### src/rtl/uart_tx_pkg.sv
// Shared types and line levels for the UART transmitter.
// Optional parity support is enabled by defining UART_TX_PARITY_EN.
package uart_tx_pkg;

  typedef enum logic [2:0] {
    IDLE,
    START,
    DATA,
    PARITY,
    STOP
  } state_t;

  localparam logic START_BIT  = 1'b0;
  localparam logic STOP_BIT   = 1'b1;
  localparam logic IDLE_LEVEL = 1'b1;

endpackage

### src/rtl/uart_tx_serializer.sv
// Load-and-shift register with a data-bit index counter for the UART transmitter.
// ser_bit is the next bit to present; ser_done flags that the last data bit is on the line.
module uart_tx_serializer #(
  parameter int DATA_WIDTH = 8
) (
  input  logic                  CLK,
  input  logic                  RST,
  input  logic                  load,
  input  logic                  shift_en,
  input  logic [DATA_WIDTH-1:0] data,
  output logic                  ser_bit,
  output logic                  ser_done
);

  localparam int CNT_W = (DATA_WIDTH > 1) ? $clog2(DATA_WIDTH) : 1;
  localparam logic [CNT_W-1:0] LAST_IDX = CNT_W'(DATA_WIDTH - 1);

  logic [DATA_WIDTH-1:0] shift_q, shift_d;
  logic [CNT_W-1:0]      cnt_q, cnt_d;
  logic                  armed_q, armed_d;

  // The first shift after a load puts bit 0 on the line, so it restarts the
  // index at 0 instead of advancing it; later shifts advance and saturate.
  always_comb begin
    shift_d = shift_q;
    cnt_d   = cnt_q;
    armed_d = armed_q;
    if (load) begin
      shift_d = data;
      cnt_d   = '0;
      armed_d = 1'b1;
    end else if (shift_en) begin
      shift_d = shift_q >> 1;
      armed_d = 1'b0;
      if (armed_q) begin
        cnt_d = '0;
      end else if (cnt_q != LAST_IDX) begin
        cnt_d = cnt_q + CNT_W'(1);
      end
    end
  end

  always_ff @(posedge CLK or negedge RST) begin
    if (!RST) begin
      shift_q <= '0;
      cnt_q   <= '0;
      armed_q <= 1'b0;
    end else begin
      shift_q <= shift_d;
      cnt_q   <= cnt_d;
      armed_q <= armed_d;
    end
  end

  assign ser_bit  = shift_q[0];
  assign ser_done = !armed_q && (cnt_q == LAST_IDX);

endmodule

### src/rtl/uart_tx.sv
// UART transmitter: start bit, LSB-first data, optional parity, one stop bit, one bit per CLK.
// Define UART_TX_PARITY_EN to include the parity state and generator.
module uart_tx #(
  parameter int DATA_WIDTH = 8
) (
  input  logic                  CLK,
  input  logic                  RST,
  input  logic [DATA_WIDTH-1:0] P_DATA,
  input  logic                  DATA_VALID,
  input  logic                  PAR_EN,
  input  logic                  PAR_TYP,
  output logic                  TX_READY,
  output logic                  TX_OUT,
  output logic                  BUSY
);

  import uart_tx_pkg::*;

  state_t state_q, state_d;
  logic   tx_out_q, tx_out_d;
  logic   busy_q, busy_d;
  logic   tx_ready;
  logic   accept;
  logic   shift_en;
  logic   ser_bit;
  logic   ser_done;

`ifdef UART_TX_PARITY_EN
  logic   par_en_q, par_en_d;
  logic   par_bit_q, par_bit_d;
`else
  logic   unused_par_cfg;
  assign unused_par_cfg = PAR_EN ^ PAR_TYP;
`endif

  assign tx_ready = (state_q == IDLE) || (state_q == STOP);
  assign accept   = DATA_VALID && tx_ready;

  uart_tx_serializer #(
    .DATA_WIDTH(DATA_WIDTH)
  ) u_serializer (
    .CLK     (CLK),
    .RST     (RST),
    .load    (accept),
    .shift_en(shift_en),
    .data    (P_DATA),
    .ser_bit (ser_bit),
    .ser_done(ser_done)
  );

  // Outputs are computed for the state being entered so TX_OUT/BUSY stay registered.
  always_comb begin
    state_d  = state_q;
    tx_out_d = tx_out_q;
    busy_d   = busy_q;
    shift_en = 1'b0;
`ifdef UART_TX_PARITY_EN
    par_en_d  = par_en_q;
    par_bit_d = par_bit_q;
    if (accept) begin
      par_en_d  = PAR_EN;
      par_bit_d = (^P_DATA) ^ PAR_TYP;
    end
`endif
    case (state_q)
      IDLE, STOP: begin
        state_d  = IDLE;
        tx_out_d = IDLE_LEVEL;
        busy_d   = 1'b0;
        if (accept) begin
          state_d  = START;
          tx_out_d = START_BIT;
          busy_d   = 1'b1;
        end
      end
      START: begin
        state_d  = DATA;
        tx_out_d = ser_bit;
        busy_d   = 1'b1;
        shift_en = 1'b1;
      end
      DATA: begin
        busy_d = 1'b1;
        if (!ser_done) begin
          tx_out_d = ser_bit;
          shift_en = 1'b1;
        end else begin
          state_d  = STOP;
          tx_out_d = STOP_BIT;
`ifdef UART_TX_PARITY_EN
          if (par_en_q) begin
            state_d  = PARITY;
            tx_out_d = par_bit_q;
          end
`endif
        end
      end
`ifdef UART_TX_PARITY_EN
      PARITY: begin
        state_d  = STOP;
        tx_out_d = STOP_BIT;
        busy_d   = 1'b1;
      end
`endif
      default: begin
        state_d  = IDLE;
        tx_out_d = IDLE_LEVEL;
        busy_d   = 1'b0;
      end
    endcase
  end

  always_ff @(posedge CLK or negedge RST) begin
    if (!RST) begin
      state_q   <= IDLE;
      tx_out_q  <= IDLE_LEVEL;
      busy_q    <= 1'b0;
`ifdef UART_TX_PARITY_EN
      par_en_q  <= 1'b0;
      par_bit_q <= 1'b0;
`endif
    end else begin
      state_q   <= state_d;
      tx_out_q  <= tx_out_d;
      busy_q    <= busy_d;
`ifdef UART_TX_PARITY_EN
      par_en_q  <= par_en_d;
      par_bit_q <= par_bit_d;
`endif
    end
  end

  assign TX_READY = tx_ready;
  assign TX_OUT   = tx_out_q;
  assign BUSY     = busy_q;

endmodule

### config.mk
export PLATFORM = sky130hd
export DESIGN_NAME = uart_tx
export DESIGN_NICKNAME = d
export VERILOG_FILES = /design/src/rtl/uart_tx_pkg.sv /design/src/rtl/uart_tx_serializer.sv /design/src/rtl/uart_tx.sv
export SDC_FILE = /design/constraint.sdc
export NUM_CORES = 1
export LEC_CHECK = 0
export ABC_CLOCK_PERIOD_IN_PS = 2720
export CORE_UTILIZATION = 33
export CTS_BUF_LIST = sky130_fd_sc_hd__clkbuf_4
export DETAILED_ROUTE_END_ITERATION = 7
export REMOVE_ABC_BUFFERS = 1
export SYNTH_ARGS = -nofsm -noshare
export SYNTH_HDL_FRONTEND = slang
export SYNTH_SLANG_ARGS = --single-unit
### constraint.sdc
create_clock -name CLK -period 2.72 [get_ports CLK]
set_clock_uncertainty 0.05 [all_clocks]
set_input_delay 0.544 -clock CLK [delete_from_list [all_inputs] [get_ports CLK]]
set_output_delay 0.544 -clock CLK [all_outputs]
set_load 0.05 [all_outputs]
==> impl_metrics.env <==
export IMPL_outcome="finished, final reports clean"
export IMPL_cts_root_buffer="clkbuf_4"
export IMPL_numCtsBuffers=3
export IMPL_syn_inst=68
export IMPL_grt_max_degree=18
export IMPL_r2r_start="u_serializer.cnt_q[0]"
export IMPL_multi_input_area_sq_um=313
export IMPL_ant_nets=0
export IMPL_finalWorstSetupSlack_ps=464
export IMPL_cts_tree="done"
export IMPL_dieArea_sq_um=2510
export IMPL_endpoint="TX_READY"
export IMPL_layout_min_cycle_time_ps=2260
export IMPL_regArea_sq_um=427
export IMPL_clkLatencyLatePin_ps=290
export IMPL_chipWidth_um=50.1
export IMPL_setup_tns_ps=0
export IMPL_required_ps=2130
export IMPL_hold_viol=0
export IMPL_fp_dieH_um=50.1
export IMPL_cp_cell_sequence="nor2_2 -> clkdlybuf4s50_1"
export IMPL_mostFrequentLayoutCells="dfrtp_1 (16), clkdlybuf4s50_1 (13), nand2_1 (12), and3_1 (7), a221o_1 (7)"
export IMPL_crit_type="reg2out"
export IMPL_relSlewSlack_pct=48.7
export IMPL_fin_area_sq_um=951
export IMPL_synth_seq_cells=17
export IMPL_synthDistinctLibCells=23
export IMPL_cts_resized=0
export IMPL_gp_congestion=0.689
export IMPL_rsz0062_at_grt="false"
export IMPL_clock_sinks=17
export IMPL_start_util_pct=34.8
export IMPL_drtIter0Drc=12
export IMPL_max_stage_delay_ps=820
export IMPL_syn_to_final_growth_pct=24.8
export IMPL_maxSlewViolCount=0
export IMPL_crit_arrival_ps=1660
export IMPL_htreeDepth=1
export IMPL_n_antenna_cell=0
export IMPL_syn_area_per_cell_sq_um=11.2
export IMPL_r2r_end="u_serializer.shift_q[1]"
export IMPL_worst_pin_slew_ps=766
export IMPL_antenna_found_initial=0
export IMPL_seq_area_frac_synth_pct=56.0
export IMPL_post_route_period_util_pct=83.0
export IMPL_max_cap_viol_count=0
export IMPL_path_depth=2
export IMPL_crit_path_end_kind="primary output"
export IMPL_routedWlPerCell_um=12.4
export IMPL_power_density_nw_per_um2=1110
export IMPL_postPlaceCellArea_sq_um=923
export IMPL_whs_ps=447
export IMPL_nets=101
export IMPL_syn_area_sq_um=762
export IMPL_cellLeakagePower_nw=0.440
export IMPL_dp_slack_ps=654
export IMPL_first_global_vias=562
export IMPL_clk_pin_slew_ps=100
export IMPL_dr_pass1_iters=4
export IMPL_worstPathMaxFanout=3
export IMPL_rr_worst_depth=6
export IMPL_worstHoldPathType="reg2reg"
export IMPL_dpl_hpwl_mm=1.02
export IMPL_peakVddDrop_uv=605
export IMPL_drive_above_1_share_pct=14.1
export IMPL_core_area_sq_um=2190
export IMPL_routed_wl_mm=1.40
export IMPL_cts_buffer_depth=2
export IMPL_track_usage_pct=13.6
export IMPL_grt_pass1_wl_mm=2.53
export IMPL_fp_row_count=17
export IMPL_yosys_warnings=0
export IMPL_critPathTopFamily="buffers and inverters"
export IMPL_path_buf_inv=1
export IMPL_portBuffers=13
export IMPL_drc=0
export IMPL_setup_viol=0
export IMPL_dr_total_vias=578
export IMPL_critPathLaunch="state_q[0]"
export IMPL_fill_cells=215
export IMPL_rrSetupSlack_ps=970
export IMPL_pin_count=16
export IMPL_postCtsSetupRepairBufs=0
export IMPL_grt_overflow=0
export IMPL_worst_path_max_delay_cell="clkdlybuf4s50_1"
export IMPL_final_common_cell="dfrtp_1"
export IMPL_finish_utilization_pct=43.4
export IMPL_max_freq_mhz=443
export IMPL_holdBufCountCts=0
export IMPL_via_per_inst=5.12
export IMPL_startpoint_type="register"
[metrics by stage]
stage,cells,total power (W)
3_3_place_gp,109,0.000916
3_5_place_dp,109,0.000924
6_report,113,0.00105
5_1_grt,113,0.00114
2_1_floorplan,67,0.000776
4_1_cts,113,0.00106
[worst min path at each step]
stage / depth (start not counted) / start / end / slack [ps]
3_3_place_gp: 1 / state_q[2] / state_q[2] / 430
3_5_place_dp: 2 / u_serializer.shift_q[0] / TX_OUT / 430
2_1_floorplan: 0 / RST / BUSY / 200
4_1_cts: 2 / u_serializer.shift_q[0] / TX_OUT / 450
5_1_grt: 1 / state_q[2] / state_q[2] / 480
6_report: 1 / state_q[2] / state_q[2] / 450
[sequential cells by signal (all words and copies together) (netlist names)]
signal / count
BUSY: 1
TX_OUT: 1
state_q: 3
u_serializer.armed_q: 1
u_serializer.cnt_q: 3
u_serializer.shift_q: 8
[worst register-to-register path, cell delays in order (launching register included)]
cell     delay, ps
dfrtp_1        420
ha_1           210
ha_1           190
nor2b_4        150
o21ai_2        170
a21oi_2        130
a221o_1        320
[Yosys cell counts]
master / n / share of area, %
a21o_1: 1 / 0.99
inv_2: 1 / 0.49
nor2b_4: 1 / 1.8
dfstp_2: 1 / 3.4
nor3b_1: 1 / 0.99
o21ai_1: 1 / 0.66
o21ai_2: 1 / 1.1
nor2_2: 1 / 0.82
and2_4: 1 / 1.1
buf_6: 1 / 1.5
inv_1: 2 / 0.99
dfrtp_1: 16 / 53
a21oi_2: 1 / 1.1
nand3_1: 2 / 1.3
nor2_1: 1 / 0.49
nand3b_1: 1 / 0.99
and3_1: 7 / 5.7
a221o_1: 7 / 9.2
ha_1: 2 / 3.3
a31oi_1: 3 / 2.5
nand2b_1: 2 / 1.6
nand2_1: 12 / 5.9
a21oi_1: 2 / 1.3
[where the power goes]
group	switching (W)	leakage, nW	internal, W
registers	0.0000643	0.213	0.000364
clock network	0.0000804	0.0177	0.0000547
logic	0.000282	0.209	0.000209
total	0.000426	0.440	0.000628
[cells by family after synthesis]
family | synth area share, %
buffers and inverters | 2.96
DFF | 56.0
adders and majority gates | 3.28
AOI/OAI and AO/OA | 16.9
and+or+nand+nor | 20.9
[final cells by class]
| type | count | area share (%) |
|---|---|---|
| Clock buffer | 3 | 2.37 |
| Inverter | 3 | 1.18 |
| Timing Repair Buffer | 14 | 14.5 |
| Multi-Input combinational cell | 47 | 32.9 |
| Tap cell | 28 | 3.68 |
| Clock inverter | 1 | 0.526 |
| Sequential cell | 17 | 44.9 |
[routing by layer]
| metal | track usage [%] | wire [um] |
|---|---|---|
| met1 | 18.1 | 672 |
| met2 | 21.1 | 655 |
| met3 | 5.56 | 74 |
| met4 | 1.43 | 0 |
| met5 | 0 | 0 |
(Power assumes the default switching activity.)
